[src/rtl/inst_mem_loader.sv]
// Instruction memory loader: receives a length-prefixed byte image, packs little-endian
// 32-bit words and writes them from word address 0 while holding the CPU.
module inst_mem_loader #(
    parameter int unsigned ADDR_W      = 14,
    parameter int unsigned DEPTH       = 16384,
    parameter int unsigned TIMEOUT_CYC = 1000000
) (
    input  logic              clk,
    input  logic              rst,
    input  logic              start,
    input  logic              byte_valid,
    input  logic [7:0]        byte_data,
    output logic              mem_we,
    output logic [ADDR_W-1:0] mem_addr,
    output logic [31:0]       mem_wdata,
    output logic              cpu_hold,
    output logic              done,
    output logic              err,
    output logic [15:0]       words_loaded
);

    localparam int unsigned TW = $clog2(TIMEOUT_CYC + 1);

    localparam logic [1:0] StIdle  = 2'd0;
    localparam logic [1:0] StLenLo = 2'd1;
    localparam logic [1:0] StLenHi = 2'd2;
    localparam logic [1:0] StData  = 2'd3;

    logic [1:0]        state_q, state_d;
    logic [15:0]       len_q, len_d;
    logic [1:0]        idx_q, idx_d;
    logic [23:0]       word_q, word_d;
    logic [TW-1:0]     timer_q, timer_d;
    logic              we_q, we_d;
    logic [ADDR_W-1:0] addr_q, addr_d;
    logic [31:0]       wdata_q, wdata_d;
    logic              done_q, done_d;
    logic              err_q, err_d;
    logic [15:0]       count_q, count_d;

    logic [15:0] len_full;
    logic [15:0] count_inc;
    logic        timer_exp;

    assign len_full  = {byte_data, len_q[7:0]};
    assign count_inc = count_q + 16'd1;
    assign timer_exp = (timer_q == TW'(TIMEOUT_CYC - 1));

    always_comb begin
        state_d = state_q;
        len_d   = len_q;
        idx_d   = idx_q;
        word_d  = word_q;
        timer_d = timer_q;
        we_d    = 1'b0;
        addr_d  = addr_q;
        wdata_d = wdata_q;
        done_d  = done_q;
        err_d   = err_q;
        count_d = count_q;

        if (state_q == StIdle) begin
            if (start) begin
                state_d = StLenLo;
                done_d  = 1'b0;
                err_d   = 1'b0;
                count_d = 16'd0;
                idx_d   = 2'd0;
                timer_d = '0;
            end
        end else begin
            // A byte arriving on the expiry cycle wins over the timeout.
            if (byte_valid) begin
                timer_d = '0;
            end else if (timer_exp) begin
                state_d = StIdle;
                err_d   = 1'b1;
            end else begin
                timer_d = timer_q + TW'(1);
            end

            if (byte_valid) begin
                case (state_q)
                    StLenLo: begin
                        len_d[7:0] = byte_data;
                        state_d    = StLenHi;
                    end
                    StLenHi: begin
                        len_d[15:8] = byte_data;
                        if (len_full == 16'd0 || {16'd0, len_full} > DEPTH) begin
                            err_d   = 1'b1;
                            state_d = StIdle;
                        end else begin
                            state_d = StData;
                        end
                    end
                    StData: begin
                        if (idx_q == 2'd3) begin
                            we_d    = 1'b1;
                            addr_d  = count_q[ADDR_W-1:0];
                            wdata_d = {byte_data, word_q};
                            count_d = count_inc;
                            idx_d   = 2'd0;
                            if (count_inc == len_q) begin
                                state_d = StIdle;
                                done_d  = 1'b1;
                            end
                        end else begin
                            word_d[{idx_q, 3'b000} +: 8] = byte_data;
                            idx_d = idx_q + 2'd1;
                        end
                    end
                    default: ;
                endcase
            end
        end
    end

    always_ff @(posedge clk or negedge rst) begin
        if (!rst) begin
            state_q <= StIdle;
            len_q   <= 16'd0;
            idx_q   <= 2'd0;
            word_q  <= 24'd0;
            timer_q <= '0;
            we_q    <= 1'b0;
            addr_q  <= '0;
            wdata_q <= 32'd0;
            done_q  <= 1'b0;
            err_q   <= 1'b0;
            count_q <= 16'd0;
        end else begin
            state_q <= state_d;
            len_q   <= len_d;
            idx_q   <= idx_d;
            word_q  <= word_d;
            timer_q <= timer_d;
            we_q    <= we_d;
            addr_q  <= addr_d;
            wdata_q <= wdata_d;
            done_q  <= done_d;
            err_q   <= err_d;
            count_q <= count_d;
        end
    end

    assign mem_we       = we_q;
    assign mem_addr     = addr_q;
    assign mem_wdata    = wdata_q;
    assign cpu_hold     = (state_q != StIdle);
    assign done         = done_q;
    assign err          = err_q;
    assign words_loaded = count_q;

endmodule

[config.mk]
export PLATFORM = sky130hd
export DESIGN_NAME = inst_mem_loader
export DESIGN_NICKNAME = d
export VERILOG_FILES = /design/src/rtl/inst_mem_loader.sv
export SDC_FILE = /design/constraint.sdc
export NUM_CORES = 1
export LEC_CHECK = 0
export CORE_UTILIZATION = 55
export DETAILED_ROUTE_END_ITERATION = 7
export PLACE_DENSITY_LB_ADDON = 0.15
export SYNTH_ARGS = -nofsm -noshare
export SYNTH_HDL_FRONTEND = slang
export SYNTH_SLANG_ARGS = --single-unit
export TNS_END_PERCENT = 10
[constraint.sdc]
create_clock -name clk -period 4.7 [get_ports clk]
set_clock_uncertainty 0.05 [all_clocks]
set_input_delay 1.41 -clock clk [delete_from_list [all_inputs] [get_ports clk]]
set_output_delay 1.41 -clock clk [all_outputs]
set_load 0.1 [all_outputs]
==> results.txt <==
----------------------------------------------------
[Run status]
  Result of the run ... completed

[Finish]
  Final Cell Area ... 0.00753 mm^2
  Final net count ... 667
  Share of cells above drive strength 1 ... 16.8%
  Diode count ... 0
  Synth-to-Final Area Change ... 23.9%
  Leading cell type in the layout, fill and taps excluded ... sky130_fd_sc_hd__dfrtp_1
  Layout Utilization ... 69.8%
  Most frequent cells in the layout ... sky130_fd_sc_hd__dfrtp_1, sky130_fd_sc_hd__nand2_1, sky130_fd_sc_hd__clkdlybuf4s50_1, sky130_fd_sc_hd__mux2_2, sky130_fd_sc_hd__nor2_1

[Worst setup path]
  Worst Path Class, Setup ... register to output port
  Required arrival time at the worst endpoint ... 3240 ps
  Endpoint arrival time on the critical path ... 2340 ps
  R2R depth ... 7
  Cell at the slowest stage of the critical path ... sky130_fd_sc_hd__clkdlybuf4s50_1
  Worst r2r src ... words_loaded[4]
  Crit path buf inv count ... 1
  Setup slack of the most critical reg-to-reg path ... 1920 ps
  Max incr delay on CP ... 1220 ps
  CP max FO ... 12
  Endpoint kind of the worst setup timing path ... output port
  Cell-by-cell listing of the critical path ... clkdlybuf4s50_1
  Cell class contributing the biggest share of worst-path delay ... buffers and inverters
  Terminus of the critical flop-to-flop path ... state_q[1]
  Worst setup SP type ... register

[Power]
  Lkg Pwr ... 3.38 nW
  Power share of the sequential group ... 37.4%
  Net Switching ... 1.44 mW
  Ratio of total power to cell area ... 516 mW/mm^2
  Clock Power Share ... 32.7%
  Combinational share of power ... 29.9%
  Cell-internal power ... 2.45 mW
  Net Sw Frac ... 37.0%
  Max rail drop VDD ... 0.313 mV

[Drt]
  DR DRC count ... 0
  Vias per Instance ... 5.66
  Antenna viol nets, final ... 0
  Mean routed wirelength per cell ... 16.8 um
  Wirelength, routed ... 13.3 mm
  First DRT Iteration DRCs ... 249
  Number of vias after detailed routing ... 4503
  Number of iterations in the first detailed-routing pass ... 4

[Placed design]
  Worst slack, placed ... 953 ps
  Final HPWL from detailed placement ... 8.94 mm
  Port buffer count ... 77
  Weighted congestion at the end of routability-driven global placement ... 0.839
  Area after DPL ... 0.00696 mm^2

[Yosys]
  Cell types with the largest area share after synthesis ... sky130_fd_sc_hd__dfrtp_1, sky130_fd_sc_hd__mux2_2, sky130_fd_sc_hd__nand2_1, sky130_fd_sc_hd__o21ai_0, sky130_fd_sc_hd__xor2_1
  Area fraction in and, or, nand and nor cells after synthesis ... 16.6%
  Number of synthesized register bits ... 129
  FFs w/ async S/R, synth ... 100%
  Multiplexer share of the synthesized area ... 11.7%
  Main combinational cell family by area after synthesis ... simple AND/OR/NAND/NOR gates
  Parity-gate share of the synthesized area counting xor and xnor cells ... 5.62%
  Number of standard cells after synthesis ... 567
  Distinct cells, synth ... 49
  Share of the synthesized area in compound gates (AO/OA/AOI/OAI) ... 8.03%
  Synthesized area ... 0.00608 mm^2
  Sequential-to-total area share from yosys stat ... 53.1%
  Post-Synth Adder-Cell Area ... 2.47%
  Top cell type's share of synthesized area ... 53.1%
  Average size of a mapped cell ... 10.7 um^2
  Nets in the synthesized netlist ... 591
  Leading area contributor after synthesis ... sky130_fd_sc_hd__dfrtp_1
  Dominant synthesized flop cell ... sky130_fd_sc_hd__dfrtp_1
  Count of warnings emitted by yosys ... 0
  Number of enable-type register cells in the synthesized netlist ... 0

[Die]
  Die H ... 107 um
  Floorplan die area ... 0.0115 mm^2
  I/O pin count ... 78
  Initial core utilization ... 56.3%
  Placeable core area ... 0.0108 mm^2
  Row count ... 38
  Horizontal die dimension ... 107 um

[Global routing]
  Initial antenna violation count ... 0
  Aggregate global-route resource usage ... 25.6%
  Via count of the first global-routing pass ... 4486
  Largest net degree at the start of global routing ... 68
  Global route overflow ... 0
  Global-route wire length before repair ... 22.3 mm

[CTS]
  Maximum count of clock buffers along a single path ... 2
  CTS tree ... built
  Worst skew pair latency ... 520 ps
  Number of buffers created by CTS ... 17
  Count of cells resized by post-cts repair ... 0
  # clock sinks ... 129
  Maximum level of the CTS H-tree ... 4
  Clock transition at the registers of the reported paths ... 60 ps
  Post-CTS Hold Fix Bufs ... 0
  CTS root buffer ... sky130_fd_sc_hd__clkbuf_8
  Setup bufs post-CTS ... 0

[Timing]
  Finish-stage setup viols ... 0
  Worst Max-Slew Pin Slew ... 1150 ps
  Top achievable clock speed ... 0.263 GHz
  Final Cycle Share ... 80.8%
  Max-slew violation count ... 0
  Worst setup slack after layout ... 902 ps
  Final min period ... 3800 ps
  RSZ-0062 raised after global routing ... false
  Total negative slack ... 0 ps
  Relative slew slack ... 23.1%
  Final hold violation count ... 0

[Min path]
  Class of the tightest hold or removal check ... register to register
  Hold Crit Depth ... 2
  Worst Min Path Start ... word_q[2]
  Hold Path Sink ... word_q[2]

[Job]
  Count of maximum capacitance violations ... 0

----------------------------------------------------
stage by stage:
| step | power [mW] | std cells | hold slack (ps) |
|---|---|---|---|
| floorplan | 2.32 | 567 | 396 |
| global placement | 2.59 | 764 | 409 |
| detailed placement | 2.63 | 764 | 417 |
| CTS | 3.91 | 796 | 430 |
| global route | 4.09 | 796 | 465 |
| finish | 3.89 | 796 | 429 |
cells in the mapped netlist (4+ instances only):
| cell | n |
|---|---|
| sky130_fd_sc_hd__nor4_1 | 5 |
| sky130_fd_sc_hd__nor3b_1 | 6 |
| sky130_fd_sc_hd__ha_1 | 12 |
| sky130_fd_sc_hd__a31oi_1 | 5 |
| sky130_fd_sc_hd__nor2_1 | 47 |
| sky130_fd_sc_hd__xnor2_1 | 16 |
| sky130_fd_sc_hd__nand2_1 | 80 |
| sky130_fd_sc_hd__o31ai_1 | 4 |
| sky130_fd_sc_hd__o21ai_0 | 44 |
| sky130_fd_sc_hd__nand4_1 | 10 |
| sky130_fd_sc_hd__nand3_1 | 13 |
| sky130_fd_sc_hd__buf_2 | 7 |
| sky130_fd_sc_hd__a21oi_1 | 10 |
| sky130_fd_sc_hd__and2_1 | 4 |
| sky130_fd_sc_hd__o21ai_1 | 8 |
| sky130_fd_sc_hd__clkbuf_1 | 15 |
| sky130_fd_sc_hd__and3_1 | 10 |
| sky130_fd_sc_hd__inv_1 | 11 |
| sky130_fd_sc_hd__xor2_1 | 23 |
| sky130_fd_sc_hd__nor3_1 | 5 |
| sky130_fd_sc_hd__dfrtp_1 | 129 |
| sky130_fd_sc_hd__mux2_2 | 63 |
flip-flops by register name, summed over array words and instances (netlist names):
name,flops
mem_wdata,32
word_q,24
timer_q,20
len_q,16
words_loaded,16
mem_addr,14
idx_q,2
state_q,2
done,1
err,1
mem_we,1
worst reg2reg max path, stage by stage, from the launching register on:
cell and delay [ps]:
sky130_fd_sc_hd__dfrtp_1 600, sky130_fd_sc_hd__nand4_2 320, sky130_fd_sc_hd__nor4_2 590, sky130_fd_sc_hd__nor3b_1 110, sky130_fd_sc_hd__nor3_1 220, sky130_fd_sc_hd__nand3_1 130, sky130_fd_sc_hd__nor4b_2 450, sky130_fd_sc_hd__o211ai_1 170
cells by family (layout without fill, tap and decap cells):
kind of cell               Yosys count  after routing
muxes                               63             63
AOI/OAI and AO/OA                   85             85
xor gates and xnor gates            39             39
DFF                                129            129
adders and majority gates           12             12
buffers and inverters               36            125
and+or+nand+nor                    203            203
area by class of cell:
cell class	count	area, um^2
flip-flops and latches	129	3230
repair buffers	81	808
clock buffers	18	418
inverters	12	45.0
clock inverters	14	154
multi-input cells	402	2700
well taps	140	175
fillers	801	3260
routing by layer:
metal	routed length [um]	track usage [%]	up-vias
met4	180	8.51	0
met1	5880	34.0	2250
li1	-	-	2130
met3	553	6.26	19
met2	6730	41.2	104
met5	0	0	-
power groups by stage:
stage	registers [mW]	logic, mW	clock network, mW
2_1_floorplan	1.73	0.590	0
3_3_place_gp	1.46	1.12	0
3_5_place_dp	1.47	1.16	0
4_1_cts	1.46	1.17	1.28
5_1_grt	1.48	1.26	1.34
6_report	1.45	1.16	1.27
how the worst max path moves through the flow:
| stage | start | to | slack, ps | cells past startpoint |
|---|---|---|---|---|
| final | words_loaded[4] | words_loaded[4] | 900 | 1 |
| after global routing | words_loaded[2] | words_loaded[2] | 840 | 1 |
| after CTS | words_loaded[4] | words_loaded[4] | 880 | 1 |
| after detailed placement | byte_valid | words_loaded[6] | 950 | 8 |
| after global placement | byte_valid | words_loaded[3] | 1000 | 8 |
| after floorplan | byte_valid | mem_addr[0] | 1660 | 6 |
(Power assumes the default switching activity.)
==> variant (same flow settings) <==
Remove the register `we_q`: a continuous assignment takes its place, so the output `mem_we` follows one clock earlier.
--- a/src/rtl/inst_mem_loader.sv
+++ b/src/rtl/inst_mem_loader.sv
@@ -123,7 +123,6 @@
             idx_q   <= 2'd0;
             word_q  <= 24'd0;
             timer_q <= '0;
-            we_q    <= 1'b0;
             addr_q  <= '0;
             wdata_q <= 32'd0;
             done_q  <= 1'b0;
@@ -135,7 +134,6 @@
             idx_q   <= idx_d;
             word_q  <= word_d;
             timer_q <= timer_d;
-            we_q    <= we_d;
             addr_q  <= addr_d;
             wdata_q <= wdata_d;
             done_q  <= done_d;
@@ -143,6 +141,8 @@
             count_q <= count_d;
         end
     end
+
+    assign we_q = we_d;
 
     assign mem_we       = we_q;
     assign mem_addr     = addr_q;
Formal check against the unedited RTL: not equivalent (Yosys sat finds a counterexample within 10 cycles, from zero or initial values and one cycle with rst low).
==> variant against the unedited design <==
  * Sequential share of layout area is 1.3 points lower
  * Routed wire length is 6.9% higher
  * Non-clock buffer count is 3 higher
  * Global-route usage is 0.91 points higher
  * Cell area is 2.3% higher
  * Total power is 35% higher
  * Fmax is 8.0% lower
  * Clock power is 4% higher
  * Cell count is 2.1% higher
  * Count of clock-buffer cells in the layout is 2 higher
  * Synthesized area is 3.3% higher
  * Sequential cell count is 1 lower
  * Worst setup slack worse by 330 ps
  * Register-to-register slack worse by 340 ps
  * Critical path type is now in -> out
  * Largest cell class unchanged
==> variant: results (changes against the unedited design) <==
| Metric | Value |
|---|---|
| Critical R2R Launch | `state_q[0]` |
| Hold endpoint | `word_q[1]` |
| DR iter-0 viols | `391 (+57%)` |
| Slew @ Worst Pin | `1060 ps (-88.5 ps)` |
| Cts repair resizes | `0 (unchanged)` |
| Area of the multi-input gates | `0.00285 sq mm (+5.6%)` |
| Placed insts | `781 (+2.2%)` |
| Drt first pass iters | `5 (+1)` |
| DR vias/cell | `5.82 (+2.9%)` |
| Ys Warns | `0 (unchanged)` |
| Post-place setup slack | `577 ps (-376 ps)` |
| Hold Path Cell Cnt | `2 (unchanged)` |
| Fillers | `843 (+5.2%)` |
| Clk root buf | `clkbuf_16` |
| Count of input and output buffers | `77 (unchanged)` |
| Share of cells above drive strength 1 | `16.9% (+0.17 points)` |
| Worst Path Arrival | `2670 ps (+330 ps)` |
| Worst-Skew Late Latency | `420 ps (-100 ps)` |
| Postcts setup bufs | `0 (unchanged)` |
| First-pass GRT wire length | `23,400 um (+5.0%)` |
| Top cells by count, synth | `dfrtp_1, nand2_1, mux2_2, o21ai_0, nor2_1` |
| Reg-to-reg endpoint | `timer_q[17]` |
| Cell area after placement | `0.00711 sq mm (+2.2%)` |
| DR WL/cell | `17.5 um (+4.7%)` |
| Largest net degree at the start of global routing | `84 (+24%)` |
| Max FFs per register | `32 (unchanged)` |
| Yosys cell types | `56 (+14%)` |
| # H-tree levels | `4 (unchanged)` |
| Dpl hpwl | `9500 um (+6.2%)` |
| Clk buf depth | `2 (unchanged)` |
| Leading post-synthesis cells by cell area | `dfrtp_1, mux2_2, nand2_1` |
| Total CTS buffers | `17 (unchanged)` |
| WL final | `14,300 um (+6.9%)` |
| Nets | `684 (+2.5%)` |
| Hold_sp | `word_q[1]` |
| Crit-path max FO | `6 (-6)` |
| R2R depth | `9 (+2)` |
| Syn Nets | `610 (+3.2%)` |
| Static leakage | `3.38 nW (+0.14%)` |
| Vias in the first global route | `4,717 (+5.1%)` |
| Seq/Total Area, Yosys | `51.0% (-2.1 points)` |
| GR Util All Layers | `26.5% (+0.91 points)` |
| Outcome | `finished clean` |
| Clock-pin slew on the worst setup and hold paths | `50 ps` |
| Max IR drop VDD | `0.000652 V (+110%)` |
| Synthesized area per cell | `10.7 sq um (about the same)` |
| Min-Delay Path Class | `reg -> reg` |
| GP Congestion | `0.838 (-0.14%)` |
| Top_reg_cell synth | `dfrtp_1` |
| Final hold slack | `431 ps (+1.89 ps)` |
| Reg-to-reg slack, setup | `1580 ps (-340 ps)` |
| Initial antenna violation count | `0 (unchanged)` |
## variant: area by class of cell
cell class,count,area share (%)
flip-flops and latches,128,41.6
multi-input cells,418,37.1
repair buffers,84,10.9
clock buffers,20,5.80
well taps,140,2.27
clock inverters,12,1.84
inverters,11,0.536
## variant: logic make-up (layout without fill, tap and decap cells)
family | Yosys count | count (layout) | share of synthesized area (%)
AO/OA/AOI/OAI | 79 | 79 | 8.03
XOR/XNOR | 43 | 43 | 6.00
adder cells (fa/ha/maj) | 12 | 12 | 2.39
buffers and inverters | 40 | 127 | 3.57
flip-flops | 128 | 128 | 51.0
multiplexers | 68 | 68 | 12.1
AND/OR/NAND/NOR | 216 | 216 | 16.9
## variant: worst max-delay path, stage by stage
cell and delay (ps):
clkdlybuf4s50_1 590, nor2b_1 250, nand3_2 110, inv_1 120
buf_12 180
## variant: how the worst max path moves through the flow
stage               start     end  slack [ps]
3_5_place_dp   byte_valid  mem_we         580
6_report       byte_valid  mem_we         570
5_1_grt        byte_valid  mem_we         490
4_1_cts        byte_valid  mem_we         570
3_3_place_gp   byte_valid  mem_we         610
2_1_floorplan  byte_valid  mem_we         430
## variant: metal layers
| layer | wire length, um | global-route usage, % | up-vias |
|---|---|---|---|
| met5 | 0 | 0 | - |
| met4 | 149 | 10.0 | 0 |
| met3 | 820 | 7.17 | 16 |
| met2 | 7120 | 43.3 | 178 |
| met1 | 6180 | 33.6 | 2334 |
| li1 | - | - | 2205 |
## variant: power by group
group | internal, mW | switching, mW | leakage [nW] | total (mW)
clock | 0.840 | 0.484 | 0.293 | 1.32
sequential | 1.36 | 0.308 | 1.70 | 1.67
combinational | 0.683 | 1.59 | 1.39 | 2.27
total | 2.89 | 2.38 | 3.38 | 5.27
